## config.mk

```make
export PLATFORM = sky130hd
export DESIGN_NAME = pwm_ramp_gen
export DESIGN_NICKNAME = d
export VERILOG_FILES = /design/src/rtl/pwm_ramp_gen.sv
export SDC_FILE = /design/constraint.sdc
export NUM_CORES = 1
export LEC_CHECK = 0
export ABC_AREA = 1
export CORE_AREA = 2 2 72 74
export DETAILED_ROUTE_END_ITERATION = 6
export DIE_AREA = 0 0 74 76
export HOLD_SLACK_MARGIN = 0.06
export SLEW_MARGIN = 10
export SYNTH_ARGS = -nofsm -noshare
export SYNTH_HDL_FRONTEND = slang
export SYNTH_SLANG_ARGS = --single-unit
```

## constraint.sdc

```tcl
create_clock -name clk -period 3.6 [get_ports clk]
set_input_delay 0.36 -clock clk [delete_from_list [all_inputs] [get_ports clk]]
set_output_delay 0.36 -clock clk [all_outputs]
set_load 0.01 [all_outputs]
```

## src/rtl/pwm_ramp_gen.sv

```systemverilog
// pwm_ramp_gen
//
// Stimulus generator for the discrete ADC loop. A duty code is swept upward
// from 0 to full scale. Each code is held for SETTLE_PERIODS PWM periods so
// the external RC filter can settle. At the end of each settle window a strobe
// is pulsed and the settled code is presented to the comparator-capture logic.
//
// Parameters
//   WIDTH          : duty code resolution; one PWM period is 2^WIDTH clk cycles
//   SETTLE_PERIODS : PWM periods each code is held before sampling (>= 1)
//
// Ports
//   clk         : system clock
//   reset       : synchronous, active-high reset
//   start       : begin a sweep (only looked at in IDLE)
//   stop        : abort the sweep and return to IDLE
//   continuous  : wrap to code 0 after full scale instead of stopping
//   pwm_out     : PWM drive to the RC filter
//   duty_code   : code currently being driven
//   sample_code : code whose settle window just ended (valid with step_strobe)
//   step_strobe : one-cycle pulse at the end of each settle window
//   sweep_done  : one-cycle pulse together with the full-scale code's strobe
//   busy        : high while sweeping
module pwm_ramp_gen #(
  parameter int WIDTH          = 8,
  parameter int SETTLE_PERIODS = 16
) (
  input  logic             clk,
  input  logic             reset,
  input  logic             start,
  input  logic             stop,
  input  logic             continuous,
  output logic             pwm_out,
  output logic [WIDTH-1:0] duty_code,
  output logic [WIDTH-1:0] sample_code,
  output logic             step_strobe,
  output logic             sweep_done,
  output logic             busy
);

  // A single settle period still needs a 1-bit counter to keep widths legal.
  localparam int PERIOD_W = (SETTLE_PERIODS > 1) ? $clog2(SETTLE_PERIODS) : 1;
  localparam logic [PERIOD_W-1:0] PERIOD_LAST = PERIOD_W'(SETTLE_PERIODS - 1);
  localparam logic [WIDTH-1:0]    CODE_MAX    = '1;

  typedef enum logic {
    IDLE = 1'b0,
    RUN  = 1'b1
  } state_t;

  state_t                state_reg;
  logic [WIDTH-1:0]      pwm_cnt_reg;
  logic [PERIOD_W-1:0]   period_cnt_reg;

  logic [WIDTH-1:0]      pwm_cnt_next;
  logic [PERIOD_W-1:0]   period_cnt_inc;
  logic [WIDTH-1:0]      duty_inc;
  logic                  period_wrap;
  logic                  terminal;
  logic                  code_last;

  // pwm_cnt_next relies on natural modulo-2^WIDTH wrap of the adder.
  assign pwm_cnt_next   = pwm_cnt_reg + WIDTH'(1);
  assign period_cnt_inc = period_cnt_reg + PERIOD_W'(1);
  assign duty_inc       = duty_code + WIDTH'(1);
  assign period_wrap    = (pwm_cnt_reg == CODE_MAX);
  assign terminal       = period_wrap && (period_cnt_reg == PERIOD_LAST);
  assign code_last      = (duty_code == CODE_MAX);

  // pwm_out is registered, so each branch computes the level that belongs to
  // the counter/code values it is loading: high while pwm_cnt < duty_code.
  always_ff @(posedge clk) begin
    if (reset) begin
      state_reg      <= IDLE;
      pwm_cnt_reg    <= '0;
      period_cnt_reg <= '0;
      duty_code      <= '0;
      sample_code    <= '0;
      pwm_out        <= 1'b0;
      step_strobe    <= 1'b0;
      sweep_done     <= 1'b0;
      busy           <= 1'b0;
    end else begin
      // Strobes are single-cycle by construction: cleared every cycle
      // unless the terminal branch below sets them again.
      step_strobe <= 1'b0;
      sweep_done  <= 1'b0;

      case (state_reg)
        IDLE: begin
          pwm_cnt_reg    <= '0;
          period_cnt_reg <= '0;
          duty_code      <= '0;
          pwm_out        <= 1'b0;
          busy           <= 1'b0;
          // stop has priority, so start+stop together keeps us idle.
          if (start && !stop) begin
            state_reg <= RUN;
            busy      <= 1'b1;
          end
        end

        RUN: begin
          if (stop) begin
            // Abort wins over a coincident terminal cycle; sample_code keeps
            // the last settled value for whoever still wants it.
            state_reg      <= IDLE;
            pwm_cnt_reg    <= '0;
            period_cnt_reg <= '0;
            duty_code      <= '0;
            pwm_out        <= 1'b0;
            busy           <= 1'b0;
          end else if (terminal) begin
            sample_code    <= duty_code;
            step_strobe    <= 1'b1;
            pwm_cnt_reg    <= '0;
            period_cnt_reg <= '0;
            duty_code      <= duty_inc;
            // New period starts at pwm_cnt=0 with code+1, which is nonzero
            // unless the code wraps from full scale.
            pwm_out        <= !code_last;
            if (code_last) begin
              sweep_done <= 1'b1;
              if (!continuous) begin
                state_reg <= IDLE;
                duty_code <= '0;
                pwm_out   <= 1'b0;
                busy      <= 1'b0;
              end
            end
          end else begin
            pwm_cnt_reg <= pwm_cnt_next;
            if (period_wrap) begin
              period_cnt_reg <= period_cnt_inc;
            end
            pwm_out <= (pwm_cnt_next < duty_code);
          end
        end

        default: begin
          state_reg <= IDLE;
        end
      endcase
    end
  end

endmodule

```

==> results.md <==
* Switching pwr at ~150 uW
* VDD IR-drop max at around 0.23 mV
* Hold Path Cell Cnt at 2
* RD Place Congestion at ~0.75
* Cells after Synth at about 220
* Crit path max-delay family: simple AND/OR/NAND/NOR gates
* Initial Util at 0.339
* Detail Placement HPWL at 2590 um
* Ys Warns at 0
* Die area at approximately 0.0056 mm^2
* Final net count at approximately 260
* Clk sinks at 33
* Vias in the first global route at 1371
* H-tree levels at 2
* Crit path largest cell delay at 0.38 ns
* First-pass GRT wire length at roughly 5900 um
* Final Skew at 0.00662 ns
* Worst slew pin tran at 0.332 ns
* Die width at about 74 um
* Most frequent cell after synthesis: nand2_1
* Starting DRT DRC Count at between 50 and 60
* Grt ovf at 0
* Setup-failing EPs final at 0
* Clk network pwr share at 0.485
* MaxCap Viol Count at 0
* Slew headroom at 0.777
* Mapped Area at roughly 0.0017 mm^2
* Post-DRT Antenna Nets at 0
* # IOs at 25
* Vias post-DR at ~1400
* Area leader, netlist: dfxtp_1
* Worst Setup Start Kind: flop
* Most frequent cells after synthesis: nand2_1, nor2_1, dfxtp_1, inv_1, nand3_1
* Initial DRT Pass Iterations at 4
* Floorplan core area at between 0.004 and 0.005 mm^2
* Synth top area share at 0.397
* Synth Register Bits at 33
* Rows at 26
* Worst-path clk slew at ~0.070 ns
* Clock root cell: clkbuf_8
* CP cell instances: nand3_1 > nor3_1 > nand2_1 > xor2_1 > inv_1 > ha_1 > nand2_1 > o21ai_0 > nor2_1 > nand2_1 > nand2_1
* Net count after synthesis at between 200 and 250
* Period utilization at 0.558
* Worst hold slack at roughly 0.47 ns
* Initial antenna violation count at 0
* Switch share at 0.201
* Req. time, crit path at 3.79 ns
* Postcts setup bufs at 0
* Design Power at 751 uW
* Post-synthesis cell type count at 30
* Layout area overhead at 24.8%
* I/O Buffers at 24
* Synth Flop Type: dfxtp_1
* DRC violations left at 0
* WS Path Type: reg -> reg
* Tot GR Track Use at 0.136
* Final Max Tran Viols at 0
* Status: completed
* R2R depth at 11
* Register area share after synthesis at 0.397
* HP Class: reg -> reg
* Ratio of cells with drive above 1 in the final layout at 0.100
* # resized after CTS at 0
* Levels on crit path at 11
* Clock period minus worst slack at ~2 ns
* Top cells by area, synth: dfxtp_1, nand2_1, nor2_1, ha_1, inv_1
* Final Hold Viols at 0
* Int Pwr at 600 uW
* Die height at 76 um
* Worst Path Arrival at around 2.2 ns
* Clock Tree Buf Depth at 2
* N_diodes at 0
* Flop pwr share at 0.488
* Most frequent cell on the critical path: nand2_1
* Drt total wl at between 3000 and 4000 um
* Fmax achieved at 498 MHz
* Post-synth EDFFs at 0
* Crit-path max FO at 4
* Largest net degree at the start of global routing at 16
* RSZ-0062 raised after global routing: no
* Avg WL per Cell at 10.8 um
* Vias per cell at between 4 and 5
* Async S/R FF share, synth at 0
* Final TNS setup at 0 ns
* Combinational power share at 0.027
* CP max-delay cell: dfxtp_1
* Buf+Inv Stages, Crit Path at 1
* CTS tree: built
* Pwr Density at 362 mW/mm^2
* Pleak at slightly above 0.0008 uW
* Hold Buf Count CTS at 0
* Crit. End Element: flop
* Clk_lat worst skew at around 0.29 ns
* Synth Area per Inst at 7.52 um^2
* Num CTS Buffers at 5
==> cells by family after synthesis <==
group                      share of synthesized area
buffers and inverters                         0.0775
xor gates and xnor gates                      0.0263
DFF                                            0.397
and+or+nand+nor                                0.324
adders and majority gates                     0.0752
AOI/OAI and AO/OA                              0.100
==> power groups by stage <==
stage | Combinational (uW) | Clock [uW] | Sequential, uW
3_5_place_dp | 20.1 | 0 | 375
6_report | 20.0 | 364 | 367
4_1_cts | 20.3 | 378 | 367
2_1_floorplan | 11.4 | 0 | 375
5_1_grt | 22.7 | 391 | 367
3_3_place_gp | 20.1 | 0 | 375
==> stage by stage <==
step | util | worst slack [ns] | cells | cell area (um^2)
6_report | 0.423 | 1.59 | 319 | 2080
5_1_grt | 0.423 | 1.24 | 319 | 2080
4_1_cts | 0.423 | 1.54 | 319 | 2080
3_5_place_dp | 0.399 | 1.56 | 311 | 1960
3_3_place_gp | 0.399 | 1.56 | 311 | 1960
2_1_floorplan | - | 1.84 | 221 | 1660
==> worst paths after layout <==
check,from,end,slack [ns]
worst min register to register,period_cnt_reg[3],period_cnt_reg[3],0.47
worst min-delay path,period_cnt_reg[3],period_cnt_reg[3],0.47
worst max-delay path,pwm_cnt_reg[0],pwm_out,1.59
worst max register to register,pwm_cnt_reg[0],pwm_out,1.59
==> metal layers <==
layer / part of all wire / routed length, um / global-route usage / vias up
met5: 0 / 0 / 0 / -
met4: 0.022 / 75 / 0.0600 / 0
met3: 0.038 / 131 / 0.0397 / 8
met2: 0.46 / 1600 / 0.214 / 21
met1: 0.48 / 1650 / 0.168 / 642
li1: - / - / - / 760
==> cell type report <==
class	instances	area (um^2)
flip-flops and latches	33	661
inverters	26	97.6
repair buffers	24	240
well taps	70	87.6
clock inverters	1	30.0
multi-input cells	158	873
clock buffers	7	86.3
fillers	506	2840
==> cell usage in the layout (no fill, tap or decap) <==
master           synthesis  final
clkbuf_1                 1      1
nand2_1                 43     43
nand4_1                  1      1
nor2_2                   1      1
nor2_1                  37     37
o21ai_1                  8      8
o21ai_2                  1      1
a21oi_2                  2      2
nand3_1                 12     12
dfxtp_1                 33     33
inv_1                   23     23
a31oi_1                  1      1
clkbuf_8                 0      6
xnor2_1                  1      1
o21ai_0                  4      4
nand3_4                  1      1
nand2_2                  2      2
nand3_2                  2      2
bufinv_16                0      1
ha_1                    10     10
nand3b_1                 1      1
clkdlybuf4s50_1          0     24
xor2_1                   4      4
or2_0                    1      1
and3b_1                  1      1
nor3_1                   5      5
a21oi_1                 11     11
nand2_4                  1      1
o22ai_1                  3      3
inv_2                    3      3
nor2_4                   5      5
==> worst register-to-register path, delay by kind of cell, from the launching register on <==
kind,cells,cell delay [ns]
simple gates,7,0.82
flops,1,0.38
fa+ha+maj,1,0.29
xor+xnor,1,0.20
compound gates,1,0.16
buf+inv,1,0.07
Power figures use the tool's default switching activity.
